### src/rtl/rr_request_client_pkg.sv
// Shared definitions for the round-robin request client: queue count,
// FSM state encoding and small grant-decoding helpers.
package rr_request_client_pkg;

  localparam int NUM_QUEUES = 4;
  localparam int IDX_W      = 2;

  typedef enum logic [1:0] {
    ST_IDLE  = 2'd0,
    ST_SERVE = 2'd1,
    ST_DONE  = 2'd2
  } state_t;

  // Index of the set bit of a one-hot vector (0 when the vector is empty).
  function automatic logic [IDX_W-1:0] onehot_index(input logic [NUM_QUEUES-1:0] v);
    logic [IDX_W-1:0] idx;
    idx = '0;
    for (int i = 0; i < NUM_QUEUES; i++) begin
      if (v[i]) idx = IDX_W'(i);
    end
    return idx;
  endfunction

endpackage

### src/rtl/rr_pending_counter.sv
// One queue's pending-job counter: push adds a job, dec removes a completed
// job, saturates at all-ones, and flags dropped pushes on a full queue.
module rr_pending_counter
  import rr_request_client_pkg::*;
#(
  parameter int CNT_W = 4
) (
  input  logic             clk,
  input  logic             reset,
  input  logic             push,
  input  logic             dec,
  output logic [CNT_W-1:0] count,
  output logic             overflow
);

  localparam logic [CNT_W-1:0] CNT_MAX = '1;
  localparam logic [CNT_W-1:0] CNT_ONE = CNT_W'(1);

  // Count update; a simultaneous push and dec cancel, so a full queue being
  // drained on the same cycle never reports an overflow.
  always_ff @(posedge clk or posedge reset) begin
    if (reset) begin
      count    <= '0;
      overflow <= 1'b0;
    end else begin
      overflow <= 1'b0;
      if (push && !dec) begin
        if (count == CNT_MAX) overflow <= 1'b1;
        else                  count    <= count + CNT_ONE;
      end else if (dec && !push) begin
        if (count != '0) count <= count - CNT_ONE;
      end
    end
  end

endmodule

### src/rtl/rr_request_client.sv
// Client side of a round-robin arbiter: keeps per-queue pending job counts,
// raises request_queue to the arbiter, and services a granted queue for
// SERVICE_CYCLES held cycles before completing one job.
//
// Request/grant protocol: request_queue[i] is a level that stays high while
// queue i has work; the arbiter answers with a one-hot grant_in that must be
// held steady for the whole service window. Any change of grant_in during
// service abandons the job (nothing is consumed); a multi-hot grant, or a
// grant to an empty queue while idle, is reported once on grant_error.
module rr_request_client
  import rr_request_client_pkg::*;
#(
  parameter int unsigned SERVICE_CYCLES = 150000000,
  parameter int          CNT_W          = 4
) (
  input  logic                        clk,
  input  logic                        reset,
  input  logic [NUM_QUEUES-1:0]       req_push,
  input  logic [NUM_QUEUES-1:0]       grant_in,
  output logic [NUM_QUEUES-1:0]       request_queue,
  output logic [NUM_QUEUES*CNT_W-1:0] pending_cnt,
  output logic [NUM_QUEUES-1:0]       job_done,
  output logic [NUM_QUEUES-1:0]       overflow,
  output logic                        grant_error,
  output logic [1:0]                  state_dbg
);

  // The service counter reaches SVC_LAST on the final SERVE edge; together
  // with the IDLE acceptance edge that makes SERVICE_CYCLES held edges.
  localparam logic [31:0] SVC_LAST = 32'(SERVICE_CYCLES - 2);

  state_t                  state;
  logic [IDX_W-1:0]        idx;
  logic [31:0]             svc_cnt;
  logic [NUM_QUEUES-1:0]   idx_onehot;
  logic [NUM_QUEUES-1:0]   dec;
  logic [CNT_W-1:0]        cnt [NUM_QUEUES];
  logic                    grant_onehot;
  logic                    grant_multi;
  logic                    grant_nonempty;
  logic                    grant_legal;
  logic                    illegal_now;
  logic                    illegal_q;

  // Per-queue counters with their request and packed-count views.
  for (genvar i = 0; i < NUM_QUEUES; i++) begin : g_q
    rr_pending_counter #(.CNT_W(CNT_W)) u_cnt (
      .clk      (clk),
      .reset    (reset),
      .push     (req_push[i]),
      .dec      (dec[i]),
      .count    (cnt[i]),
      .overflow (overflow[i])
    );
    assign pending_cnt[i*CNT_W +: CNT_W] = cnt[i];
    assign request_queue[i]              = (cnt[i] != '0);
  end

  // Grant classification and the one-cycle decrement issued from DONE.
  always_comb begin
    grant_onehot   = $onehot(grant_in);
    grant_multi    = !$onehot0(grant_in);
    grant_nonempty = ((grant_in & request_queue) != '0);
    grant_legal    = grant_onehot && grant_nonempty;
    illegal_now    = grant_multi ||
                     ((state == ST_IDLE) && grant_onehot && !grant_nonempty);
    idx_onehot     = NUM_QUEUES'(1) << idx;
    dec            = (state == ST_DONE) ? idx_onehot : '0;
  end

  assign state_dbg = state;

  // Service FSM: accept a legal grant, count held cycles, complete one job.
  always_ff @(posedge clk or posedge reset) begin
    if (reset) begin
      state    <= ST_IDLE;
      idx      <= '0;
      svc_cnt  <= '0;
      job_done <= '0;
    end else begin
      job_done <= '0;
      case (state)
        ST_IDLE: begin
          if (grant_legal) begin
            idx     <= onehot_index(grant_in);
            svc_cnt <= '0;
            state   <= ST_SERVE;
          end
        end
        ST_SERVE: begin
          if (grant_in == idx_onehot) begin
            svc_cnt <= svc_cnt + 32'd1;
            if (svc_cnt == SVC_LAST) begin
              state    <= ST_DONE;
              job_done <= idx_onehot;
            end
          end else begin
            state <= ST_IDLE;
          end
        end
        ST_DONE: begin
          state <= ST_IDLE;
        end
        default: begin
          state <= ST_IDLE;
        end
      endcase
    end
  end

  // Report an illegal grant only on the cycle the condition first appears.
  always_ff @(posedge clk or posedge reset) begin
    if (reset) begin
      illegal_q   <= 1'b0;
      grant_error <= 1'b0;
    end else begin
      illegal_q   <= illegal_now;
      grant_error <= illegal_now && !illegal_q;
    end
  end

endmodule

### config.mk
export PLATFORM = sky130hd
export DESIGN_NAME = rr_request_client
export DESIGN_NICKNAME = d
export VERILOG_FILES = /design/src/rtl/rr_request_client_pkg.sv /design/src/rtl/rr_pending_counter.sv /design/src/rtl/rr_request_client.sv
export SDC_FILE = /design/constraint.sdc
export NUM_CORES = 1
export LEC_CHECK = 0
export ABC_AREA = 1
export ABC_CLOCK_PERIOD_IN_PS = 5100
export CAP_MARGIN = 20
export CORE_ASPECT_RATIO = 0.7
export CORE_UTILIZATION = 63
export CTS_CLUSTER_DIAMETER = 40
export DETAILED_ROUTE_END_ITERATION = 10
export GPL_TIMING_DRIVEN = 0
export PLACE_DENSITY = 0.83
export REMOVE_ABC_BUFFERS = 1
export SLEW_MARGIN = 5
export SYNTH_ARGS = -nofsm -noshare
export SYNTH_HDL_FRONTEND = slang
export SYNTH_HIERARCHICAL = 1
export SYNTH_SLANG_ARGS = --single-unit
### constraint.sdc
create_clock -name clk -period 5.1 [get_ports clk]
set_input_delay 1.02 -clock clk [delete_from_list [all_inputs] [get_ports clk]]
set_output_delay 1.02 -clock clk [all_outputs]
set_load 0.005 [all_outputs]
After elaboration in Yosys (flattened, before gate mapping) --
Index checks and enable logic that the tools add are counted.
Word-level totals: register bits after elaboration 62, output and inout bits 31, word-level logic and storage cells 129
Cells by class: add/subtract/negate cells 12, magnitude comparators 1, eq/ne operators 16, shift operators 1, muxes and demuxes 38, bitwise operators 1, reductions and logical operators 46
Operator list (count):
- $mux W4 | 20
- $mux W32 | 2
- $pmux W32 S2 | 1
- $add A32 B1 Y32 const B | 1
- $eq A32 B28 Y1 const B | 1
- $reduce_bool A4 Y1 | 5
- $reduce_bool A2 Y1 | 9
- $add A4 B1 Y4 const B | 4
- $eq A4 B4 Y1 const B | 4
- $sub A4 B1 Y4 const B | 4
- $reduce_and A3 Y1 | 5
- $logic_and A1 B1 Y1 | 12
- $ne A2 B2 Y1 const B | 6
- $logic_not A1 Y1 | 11
- $mux W2 | 5
- $mux W1 | 9
- $add A1 B1 Y2 | 2
- $and A4 B4 Y4 | 1
- $eq A4 B4 Y1 | 1
- $pmux W2 S2 | 1
- $reduce_and A2 Y1 | 2
- $shl A1 B2 Y4 const A | 1
- $add A2 B2 Y3 | 1
- $eq A3 B1 Y1 const B | 1
- other kinds (6) | 6

Depth between registers and ports, before layout --
Gate-level depths: netlist (run 1).
depth in word-level cells 7, mapped depth 14, depth with buffers taken out 14

Cells and area by module --
Netlist (run 1), hierarchy kept.
By module, submodules not included:
- rr_request_client | times used 1, cells each 468, area each 3000.4 µm², seq. area each 1051.0 µm²
- rr_pending_counter | times used 4, cells each 53, area each 381.6 µm², seq. area each 125.1 µm²

Worst setup path after synthesis (run 1) --
No wires, ideal clock.
kind in2reg, from input grant_in[0], to register svc_cnt[27], arrival 2877 ps, data required time 4982 ps, setup slack 2106 ps, stages 12, buffers on the path 2, path through inv_1 fa_1 inv_1 ha_1 inv_1 ha_1 nor4_1 o21ai_1 buf_2 buf_4 nand3_1 nand2_1
Between the ends: word-level cells in the longest chain between the ends 6
RTL lines:
- start: declaration | line rr_request_client.sv:19 | input logic [NUM_QUEUES-1:0] grant_in,
- $add A1 B1 Y2 (implied by the code) | line rr_request_client.sv:61 | grant_onehot = $onehot(grant_in);
- $add A2 B2 Y3 (implied by the code) | line rr_request_client.sv:61
- $eq A3 B1 Y1 | line rr_request_client.sv:61
- $logic_and A1 B1 Y1 | line rr_request_client.sv:64 | grant_legal = grant_onehot && grant_nonempty;
- $ne A2 B2 Y1 (no line)
- $reduce_and A3 Y1 (no line) (*)
- end signal: assignment | line rr_request_client.sv:92 | svc_cnt <= svc_cnt + 32'd1;
- end: declaration | line rr_request_client.sv:34 | logic [31:0] svc_cnt;
Every way passes the cells marked *; elsewhere a longest branch is shown, timed or not. A chain may end at the register's enable or synchronous reset.

Final worst setup path (run 1) --
from input grant_in[0], to register svc_cnt[2]
The elaborated chain is that of the path after synthesis.

==> reports/results.txt, run 1 <==
final estimated routing congestion in global placement: 0.962
final hold violation count: 0
starting density of the core: 66.1%
I/O pins: 41
top achievable clock speed: 272 MHz
cell with the most instances after synthesis: sky130_fd_sc_hd__nand2_1
flop-to-flop setup slack: 2740 ps
Avg WL per Cell: 14.1 um
sequential share of the synthesized area: 34.3%
count of non-filler cells in the finished layout: 822
Iter 0 DRT Violations: 378
number of clock sinks seen by CTS: 62
unrepaired setup endpoints after global routing: no
smallest hold slack: 398 ps
class of the most critical hold timing path: reg -> reg
HPWL Detailed: 8880 um
static leakage: 2.74 nW
cells resized by post-CTS repair: 0
H-tree levels: 3
top cells by area in the synthesized netlist: sky130_fd_sc_hd__dfrtp_1, sky130_fd_sc_hd__nand2_1, sky130_fd_sc_hd__nor2_1
critical path arrival: 3950 ps
synthesized area: 4530 um^2
Synth area leader: sky130_fd_sc_hd__dfrtp_1
Die Wd: 103 um
share of the synthesized area in the top cell type: 34.3%
Post-synth EDFFs: 0
status: finished clean
# diodes: 0
Post-Route WL: 11,600 um
distinct cell type count of the synthesized netlist: 31
relative slew slack: 29.3%
number of max-capacitance violations reported: 0
synthesized area divided by synthesized cell count: 6.66 um^2
Placeable Area: 6850 um^2
highest net fanout along the worst path: 24
clock root buffer: sky130_fd_sc_hd__clkbuf_8
Setup TNS: 0 ps
initial antenna violation count: 0
post-layout power: 0.00202 W
final-layout fill cell count: 527
layout overhead on the synthesized area: 16.2%
Vert. Die Dim: 72.9 um
CTS Buf Count: 9
number of warnings reported in the yosys synthesis log: 6
count of pins over their slew limit: 0
standard-cell rows: 25
worst setup path class: in -> reg
CTS Buffer Depth: 2
minimum period implied by the final worst setup slack: 3680 ps
startpoint types: input port
NumNets Final: 756
post-detailed-route via-to-cell ratio: 5.39
Worst IR Drop VDD: 0.298 mV
post-synthesis instance total: 680
number of flip-flops and latches in the synthesized netlist: 62
first-pass GRT wire length: 19,200 um
setup clock skew after layout: 13.6 ps
Synth top cells by count: sky130_fd_sc_hd__nand2_1, sky130_fd_sc_hd__nor2_1, sky130_fd_sc_hd__inv_1, sky130_fd_sc_hd__nand3_1, sky130_fd_sc_hd__dfrtp_1
clock network latency to the later pin of the worst-skew pair: 340 ps
number of routed nets with antenna violations: 0
share of flip-flops with an asynchronous set or reset after synthesis: 100%
Detailed Routing Iterations Pass 1: 5
CTS tree: yes
count of hold-fix buffers inserted at cts: 0
number of instances in the placed design: 807
total via count after detailed routing: 4,427
actual transition at the worst max-transition pin: 1060 ps
clock transition at the registers of the reported paths: 60 ps
DRC violation count after routing: 0
Post-synth top flop: sky130_fd_sc_hd__dfrtp_1
worst endpoint required time: 5370 ps
Port Buffers: 40
Die Outline Area: 7530 um^2
final worst-path cycle share: 72.2%
largest net degree at the start of global routing: 36
vias in the first global route: 4,104
PD cells: 385 nW/um^2
area of the multi-input gates: 2610 um^2
number of buffers added for setup after CTS: 0
category of the worst setup path capture point: flop
total grt overflow: 0
share of post-route cells with drive strength above 1: 9.34%
Hold Path Depth: 1
Total GRT Usage: 34.0%
final setup vio count: 0
Storage cell area: 1550 um^2
worst r2r path cells: 7
-- logic make-up after synthesis --
| logic type | synth area share (%) |
|---|---|
| AOI/OAI and AO/OA | 1.05 |
| xor gates and xnor gates | 2.32 |
| DFF | 34.3 |
| and+or+nand+nor | 47.0 |
| adders and majority gates | 6.91 |
| buffers and inverters | 8.43 |
-- per-layer routing --
metal | track usage [%] | wire length, um
met1 | 47.9 | 5120
met5 | 0 | 0
met2 | 52.7 | 5210
met3 | 8.52 | 1110
met4 | 8.45 | 158
-- final timing paths --
kind | startpoint | end
setup / recovery | grant_in[0] | svc_cnt[2]
hold / removal | illegal_q | grant_error
setup reg to reg | idx[1] | job_done[2]
hold reg to reg | illegal_q | grant_error
max in group asynchronous | reset | illegal_q
min in group asynchronous | reset | g_q[3].u_cnt/count[2]
-- flip-flops by register name, summed over array words and instances, names as in the netlist --
signal              cells
state_dbg               2
grant_error             1
idx                     2
g_q.u_cnt/count        16
job_done                4
svc_cnt                32
illegal_q               1
g_q.u_cnt/overflow      4
-- power breakdown --
part	total (W)	switching (W)	internal [W]
Sequential	0.000743	0.000170	0.000573
Clock	0.000488	0.000191	0.000298
Combinational	0.000792	0.000428	0.000364
Total	0.00202	0.000788	0.00124
-- critical path, cell delays in order --
cell and delay (ps):
sky130_fd_sc_hd__clkdlybuf4s50_1 520, sky130_fd_sc_hd__inv_1 80, sky130_fd_sc_hd__fa_1 530, sky130_fd_sc_hd__inv_1 40, sky130_fd_sc_hd__ha_1 190, sky130_fd_sc_hd__inv_1 60, sky130_fd_sc_hd__ha_1 220, sky130_fd_sc_hd__nor4_1 490
sky130_fd_sc_hd__o21ai_4 280, sky130_fd_sc_hd__buf_16 240, sky130_fd_sc_hd__nand2_2 150, sky130_fd_sc_hd__nand2_1 80, sky130_fd_sc_hd__nand2_1 60
-- through the flow --
stage / setup slack, ps / instance area [um^2] / util, %
2_1_floorplan: 1640 / 4460 / -
3_3_place_gp: 341 / 4980 / 72.7
3_5_place_dp: 1050 / 5040 / 73.5
4_1_cts: 1410 / 5260 / 76.8
5_1_grt: 1230 / 5260 / 76.8
6_report: 1420 / 5260 / 76.8
-- cell usage in the layout, fill, tap and decap left out --
| cell | n |
|---|---|
| sky130_fd_sc_hd__a211oi_1 | 1 |
| sky130_fd_sc_hd__a21oi_1 | 1 |
| sky130_fd_sc_hd__and2_1 | 1 |
| sky130_fd_sc_hd__buf_12 | 1 |
| sky130_fd_sc_hd__buf_16 | 1 |
| sky130_fd_sc_hd__bufinv_16 | 2 |
| sky130_fd_sc_hd__clkbuf_8 | 11 |
| sky130_fd_sc_hd__clkdlybuf4s50_1 | 40 |
| sky130_fd_sc_hd__clkinv_2 | 2 |
| sky130_fd_sc_hd__dfrtp_1 | 62 |
| sky130_fd_sc_hd__fa_1 | 5 |
| sky130_fd_sc_hd__ha_1 | 17 |
| sky130_fd_sc_hd__inv_1 | 74 |
| sky130_fd_sc_hd__inv_2 | 10 |
| sky130_fd_sc_hd__nand2_1 | 250 |
| sky130_fd_sc_hd__nand2_2 | 12 |
| sky130_fd_sc_hd__nand2_4 | 3 |
| sky130_fd_sc_hd__nand3_1 | 72 |
| sky130_fd_sc_hd__nand3_2 | 10 |
| sky130_fd_sc_hd__nand4_1 | 11 |
| sky130_fd_sc_hd__nor2_1 | 99 |
| sky130_fd_sc_hd__nor2_2 | 10 |
| sky130_fd_sc_hd__nor2_4 | 2 |
| sky130_fd_sc_hd__nor2_8 | 1 |
| sky130_fd_sc_hd__nor3_1 | 2 |
| sky130_fd_sc_hd__nor3b_1 | 2 |
| sky130_fd_sc_hd__nor4_1 | 1 |
| sky130_fd_sc_hd__o21ai_0 | 4 |
| sky130_fd_sc_hd__o21ai_1 | 2 |
| sky130_fd_sc_hd__o21ai_4 | 1 |
| sky130_fd_sc_hd__or2_1 | 4 |
| sky130_fd_sc_hd__or2_2 | 2 |
| sky130_fd_sc_hd__xnor2_1 | 3 |
| sky130_fd_sc_hd__xor2_1 | 9 |
-- area by class of cell --
type / instances / area share [%]
multi-input cells: 525 / 49.5
clock inverters: 4 / 1.33
well taps: 94 / 2.24
inverters: 84 / 6.00
repair buffers: 42 / 8.52
clock buffers: 11 / 2.88
flip-flops and latches: 62 / 29.5
No activity file was read; power rests on OpenSTA's default activity.
==> inputs of run 2 (changes only) <==
--- a/config.mk
+++ b/config.mk
@@ -6,14 +6,14 @@
 export NUM_CORES = 1
 export LEC_CHECK = 0
 export ABC_AREA = 1
-export ABC_CLOCK_PERIOD_IN_PS = 5100
+export ABC_CLOCK_PERIOD_IN_PS = 3400
 export CAP_MARGIN = 20
 export CORE_ASPECT_RATIO = 0.7
-export CORE_UTILIZATION = 63
+export CORE_UTILIZATION = 59
 export CTS_CLUSTER_DIAMETER = 40
 export DETAILED_ROUTE_END_ITERATION = 10
 export GPL_TIMING_DRIVEN = 0
-export PLACE_DENSITY = 0.83
+export PLACE_DENSITY = 0.78
 export REMOVE_ABC_BUFFERS = 1
 export SLEW_MARGIN = 5
 export SYNTH_ARGS = -nofsm -noshare
==> constraint.sdc (replaced) <==
create_clock -name clk -period 3.4 [get_ports clk]
set_input_delay 0.68 -clock clk [delete_from_list [all_inputs] [get_ports clk]]
set_output_delay 0.68 -clock clk [all_outputs]
set_load 0.005 [all_outputs]
==> run 2 against run 1 <==
  * Worst setup slack got worse by 1200 ps
  * Worst hold slack improved by 0.71 ps
  * Clock-buffer cell count increased by 1
  * Clock skew decreased by 1.6 ps
  * Non-clock buffer count unchanged
  * Flip-flop and latch count unchanged
  * Global-route usage decreased by 3.5 points
  * Sequential share of layout area decreased by 0.070 points
  * Critical path depth unchanged
  * Critical endpoint is now svc_cnt[3]
==> reports/results.txt, run 2 (same netlist as run 1, synthesis figures left out) <==
status: finished clean
layout overhead on the synthesized area: 16.4%
worst setup path class: in -> reg
first-pass GRT wire length: 18,800 um
post-layout power: 0.00301 W
switching pwr: 0.00116 W
unrepaired setup endpoints after global routing: no
standard-cell rows: 26
most common library cell in the layout ignoring fill and taps: sky130_fd_sc_hd__nand2_1
H-tree levels: 3
Die Wd: 107 um
# diodes: 0
Worst IR Drop VDD: 0.434 mV
CTS Buffer Depth: 2
HPWL Detailed: 8660 um
Net Sw Frac: 38.6%
worst endpoint required time: 3680 ps
Placeable Area: 7350 um^2
share of post-route cells with drive strength above 1: 9.34%
Port Buffers: 40
Setup TNS: 0 ps
power share of the sequential group: 36.8%
DRC violation count after routing: 0
top achievable clock speed: 316 MHz
PD cells: 571 nW/um^2
count of pins over their slew limit: 0
Avg WL per Cell: 13.7 um
number of routed nets with antenna violations: 0
Post-Route WL: 11,400 um
relative slew slack: 31.1%
clock network latency to the later pin of the worst-skew pair: 350 ps
setup clock skew after layout: 11.9 ps
final estimated routing congestion in global placement: 0.946
starting density of the core: 61.6%
Die Outline Area: 8030 um^2
Largest register FFs: 32
vias in the first global route: 3,991
flop-to-flop setup slack: 1120 ps
I/O pins: 41
actual transition at the worst max-transition pin: 1030 ps
Internal Dissipation: 0.00185 W
class of the most critical hold timing path: reg -> reg
combinational group share of total power: 38.6%
clock network fraction of total power: 24.5%
Vert. Die Dim: 75.3 um
Regs by FF count: svc_cnt: 32 flops, g_q.u_cnt/count: 16 flops
total via count after detailed routing: 4,465
register bank with the most flops: svc_cnt
post-detailed-route via-to-cell ratio: 5.41
final hold violation count: 0
clock transition at the registers of the reported paths: 70 ps
number of clock sinks seen by CTS: 62
category of the worst setup path capture point: flop
final worst-path cycle share: 93.2%
Iter 0 DRT Violations: 350
Detailed Routing Iterations Pass 1: 5
critical path arrival: 3450 ps
Total GRT Usage: 30.5%
final setup vio count: 0
NumNets Final: 756
largest net degree at the start of global routing: 36
number of max-capacitance violations reported: 0
initial antenna violation count: 0
static leakage: 2.74 nW
highest net fanout along the worst path: 34
clock root buffer: sky130_fd_sc_hd__clkbuf_8
startpoint types: input port
CTS tree: yes
minimum period implied by the final worst setup slack: 3170 ps
CTS Buf Count: 9
commonest non-fill, non-tap cells in the layout: sky130_fd_sc_hd__nand2_1, sky130_fd_sc_hd__nor2_1, sky130_fd_sc_hd__inv_1
total grt overflow: 0
[run 2: changes by cell type in the layout (fill, tap and decap cells not counted), sizes merged]
cell      change
clkbuf        +1
clkinv        -2
clkinvlp      +1
[run 2: power groups by stage]
stage / clock, W / sequential, W / combinational (W)
6_report: 0.000739 / 0.00111 / 0.00116
2_1_floorplan: 0 / 0.00107 / 0.000703
4_1_cts: 0.000742 / 0.00111 / 0.00116
3_3_place_gp: 0 / 0.00111 / 0.00107
3_5_place_dp: 0 / 0.00112 / 0.00116
5_1_grt: 0.000774 / 0.00114 / 0.00133
[run 2: critical path: stages]
cell                              delay [ps]
sky130_fd_sc_hd__clkdlybuf4s50_1         560
sky130_fd_sc_hd__inv_1                   100
sky130_fd_sc_hd__fa_1                    480
sky130_fd_sc_hd__inv_1                    40
sky130_fd_sc_hd__ha_1                    190
sky130_fd_sc_hd__inv_1                    60
sky130_fd_sc_hd__ha_1                    230
sky130_fd_sc_hd__nor4_2                  410
sky130_fd_sc_hd__o21ai_4                 160
sky130_fd_sc_hd__buf_12                  210
sky130_fd_sc_hd__nand2_2                 170
sky130_fd_sc_hd__nand2_1                  80
sky130_fd_sc_hd__nand2_1                  60
[run 2: final timing paths]
| check | startpoint | to | cells past startpoint |
|---|---|---|---|
| worst max register to register | state_dbg[0] | g_q[0].u_cnt/count[3] | 12 |
| max in group asynchronous | reset | svc_cnt[7] | 3 |
| worst max-delay path | grant_in[3] | svc_cnt[3] | 13 |
| worst min-delay path | illegal_q | grant_error | 1 |
| min in group asynchronous | reset | g_q[2].u_cnt/count[2] | 2 |
| worst min register to register | illegal_q | grant_error | 1 |
[run 2: metal layers]
layer,track usage [%],vias up,share of wire [%]
met4,8.83,0,1.6
li1,-,2194,-
met3,7.01,21,7.4
met2,45.9,167,42
met5,0,-,0
met1,44.2,2083,49
[run 2: repair_timing]
item                       in CTS  in global routing
hold buffers                    0                  0
setup endpoints to repair       0                  8
buffers inserted                0                  0
resized for setup               0                  1
[run 2: metrics by stage]
step	instances	hold WS, ps	instance area (um^2)	setup WS [ps]	util (%)
detailed placement	811	391	5040	-243	68.6
finish	826	398	5270	231	71.7
global placement	809	389	4980	-1080	67.8
floorplan	671	375	4460	280	-
global route	826	415	5270	71.5	71.7
CTS	826	404	5270	112	71.6
[run 2: cell type report]
cell class | instances | area [um^2]
clock buffer | 12 | 155
clock inverter | 3 | 67.6
fill | 615 | 2080
inverter | 84 | 315
multi-input combinational | 525 | 2610
sequential | 62 | 1550
tap | 98 | 123
timing repair buffer | 42 | 448
==> inputs of run 3 (changes only) <==
--- a/config.mk
+++ b/config.mk
@@ -9,11 +9,11 @@
 export ABC_CLOCK_PERIOD_IN_PS = 3400
 export CAP_MARGIN = 20
 export CORE_ASPECT_RATIO = 0.7
-export CORE_UTILIZATION = 59
+export CORE_UTILIZATION = 35
 export CTS_CLUSTER_DIAMETER = 40
 export DETAILED_ROUTE_END_ITERATION = 10
 export GPL_TIMING_DRIVEN = 0
-export PLACE_DENSITY = 0.78
+export PLACE_DENSITY = 0.5
 export REMOVE_ABC_BUFFERS = 1
 export SLEW_MARGIN = 5
 export SYNTH_ARGS = -nofsm -noshare
==> run 3 against run 2 <==
  * First-iteration DRC count is 27% lower
  * Sequential power barely moved
  * Sequential share of layout area down 0.70 points
  * Non-clock buffer count up 1
  * Cell area increased by 2.4%
  * Via count down 4.9%
  * Register-to-register slack gained 20 ps
  * Largest cell class unchanged
==> reports/results.txt, run 3 (same netlist as run 1, synthesis figures left out) <==
register bank with the most flops: svc_cnt
NumNets Final: 757
Worst IR Drop VDD: 0.370 mV
category of the worst setup path capture point: flop
final hold violation count: 0
smallest hold slack: 396 ps
worst setup path class: in -> reg
Die Outline Area: 13,400 um^2
class of the most critical hold timing path: reg -> reg
Setup TNS: 0 ps
Largest register FFs: 32
terminus of the critical flop-to-flop path: g_q[0].u_cnt/count[3]
top achievable clock speed: 324 MHz
Post-Route WL: 11,800 um
Port Buffers: 40
area of the multi-input gates: 2610 um^2
count of hold-fix buffers inserted at cts: 0
final estimated routing congestion in global placement: 0.897
total grt overflow: 0
Total GRT Usage: 19.6%
total via count after detailed routing: 4,246
share of post-route cells with drive strength above 1: 9.47%
CTS tree: yes
Detailed Routing Iterations Pass 1: 5
Hold Path Depth: 1
hold_sp: illegal_q
Die Wd: 138 um
number of clock sinks seen by CTS: 62
relative slew slack: 64.1%
standard-cell rows: 34
clock transition at the registers of the reported paths: 50 ps
number of routed nets with antenna violations: 0
Regs by FF count: svc_cnt: 32 flops, g_q.u_cnt/count: 16 flops
H-tree levels: 3
DRC violation count after routing: 0
PD cells: 569 nW/um^2
final setup vio count: 0
post-detailed-route via-to-cell ratio: 4.77
initial antenna violation count: 0
flop-to-flop setup slack: 1140 ps
commonest non-fill, non-tap cells in the layout: sky130_fd_sc_hd__nand2_1, sky130_fd_sc_hd__nor2_1, sky130_fd_sc_hd__inv_1
source of the worst register-to-register timing path: state_dbg[0]
post-layout power: 0.00307 W
first-pass GRT wire length: 20,300 um
worst r2r path cells: 11
status: finished clean
CTS Buffer Depth: 2
layout overhead on the synthesized area: 19.3%
minimum period implied by the final worst setup slack: 3090 ps
largest net degree at the start of global routing: 36
unrepaired setup endpoints after global routing: no
number of max-capacitance violations reported: 0
Iter 0 DRT Violations: 254
I/O pins: 41
Avg WL per Cell: 13.3 um
count of pins over their slew limit: 0
area of placed instances: 5120 um^2
starting density of the core: 36.2%
HPWL Detailed: 9140 um
critical path arrival: 3350 ps
final standard cell area without fillers: 5400 um^2
share of the core filled with cells: 43.2%
startpoint types: input port
final-layout fill cell count: 1,325
# diodes: 0
vias in the first global route: 3,948
Vert. Die Dim: 97.2 um
Placeable Area: 12,500 um^2
hold path endpoint: grant_error
worst endpoint required time: 3670 ps
clock root buffer: sky130_fd_sc_hd__clkbuf_16
most common library cell in the layout ignoring fill and taps: sky130_fd_sc_hd__nand2_1
final worst-path cycle share: 90.8%
Storage cell area: 1550 um^2
clock network latency to the later pin of the worst-skew pair: 330 ps
CTS Buf Count: 9
actual transition at the worst max-transition pin: 537 ps
setup clock skew after layout: 7.96 ps
highest net fanout along the worst path: 34
static leakage: 2.76 nW
## run 3: per-layer routing
metal  vias to the layer above  track usage [%]  share of wire (%)
li1                       2201                -                  -
met1                      1949             31.0                 55
met2                        90             26.8                 39
met3                         6             4.17                4.6
met4                         0             4.35               0.79
met5                         -                0                  0
## run 3: repair_timing
| action | in CTS | in global routing |
|---|---|---|
| setup endpoints to repair | 0 | 9 |
| gates resized for setup | 0 | 1 |
| setup buffers | 0 | 0 |
## run 3: power by group
part / switching [W] / internal (W)
combinational: 0.000606 / 0.000543
sequential: 0.000257 / 0.000862
clock: 0.000322 / 0.000483
## run 3: cell type report
class / count / area share [%]
clock buffers: 10 / 4.24
clock inverters: 5 / 0.510
inverters: 84 / 5.84
multi-input cells: 525 / 48.4
flip-flops and latches: 62 / 28.7
well taps: 162 / 3.75
repair buffers: 43 / 8.57
## run 3: how the worst max path moves through the flow
stage / startpoint / endpoint / slack [ps] / cells after the start
after floorplan: grant_in[1] / svc_cnt[11] / 280 / 11
final: grant_in[3] / svc_cnt[2] / 310 / 13
after global routing: grant_in[3] / svc_cnt[13] / 80 / 13
after CTS: grant_in[3] / svc_cnt[4] / 130 / 13
after detailed placement: grant_in[0] / svc_cnt[9] / -220 / 13
after global placement: grant_in[3] / svc_cnt[13] / -1270 / 12
## run 3: stage by stage
step           cells  setup slack (ps)
2_1_floorplan    671               280
3_3_place_gp     873             -1270
3_5_place_dp     875              -216
4_1_cts          890               132
5_1_grt          891              78.6
6_report         891               314
## run 3: critical path: stages
cell	delay, ps
sky130_fd_sc_hd__clkdlybuf4s50_1	560
sky130_fd_sc_hd__inv_1	100
sky130_fd_sc_hd__fa_1	480
sky130_fd_sc_hd__inv_1	40
sky130_fd_sc_hd__ha_1	180
sky130_fd_sc_hd__inv_1	50
sky130_fd_sc_hd__ha_1	220
sky130_fd_sc_hd__nor4_2	370
sky130_fd_sc_hd__o21ai_4	150
sky130_fd_sc_hd__buf_12	210
sky130_fd_sc_hd__nand2_2	170
sky130_fd_sc_hd__nand2_1	80
sky130_fd_sc_hd__nand2_1	60
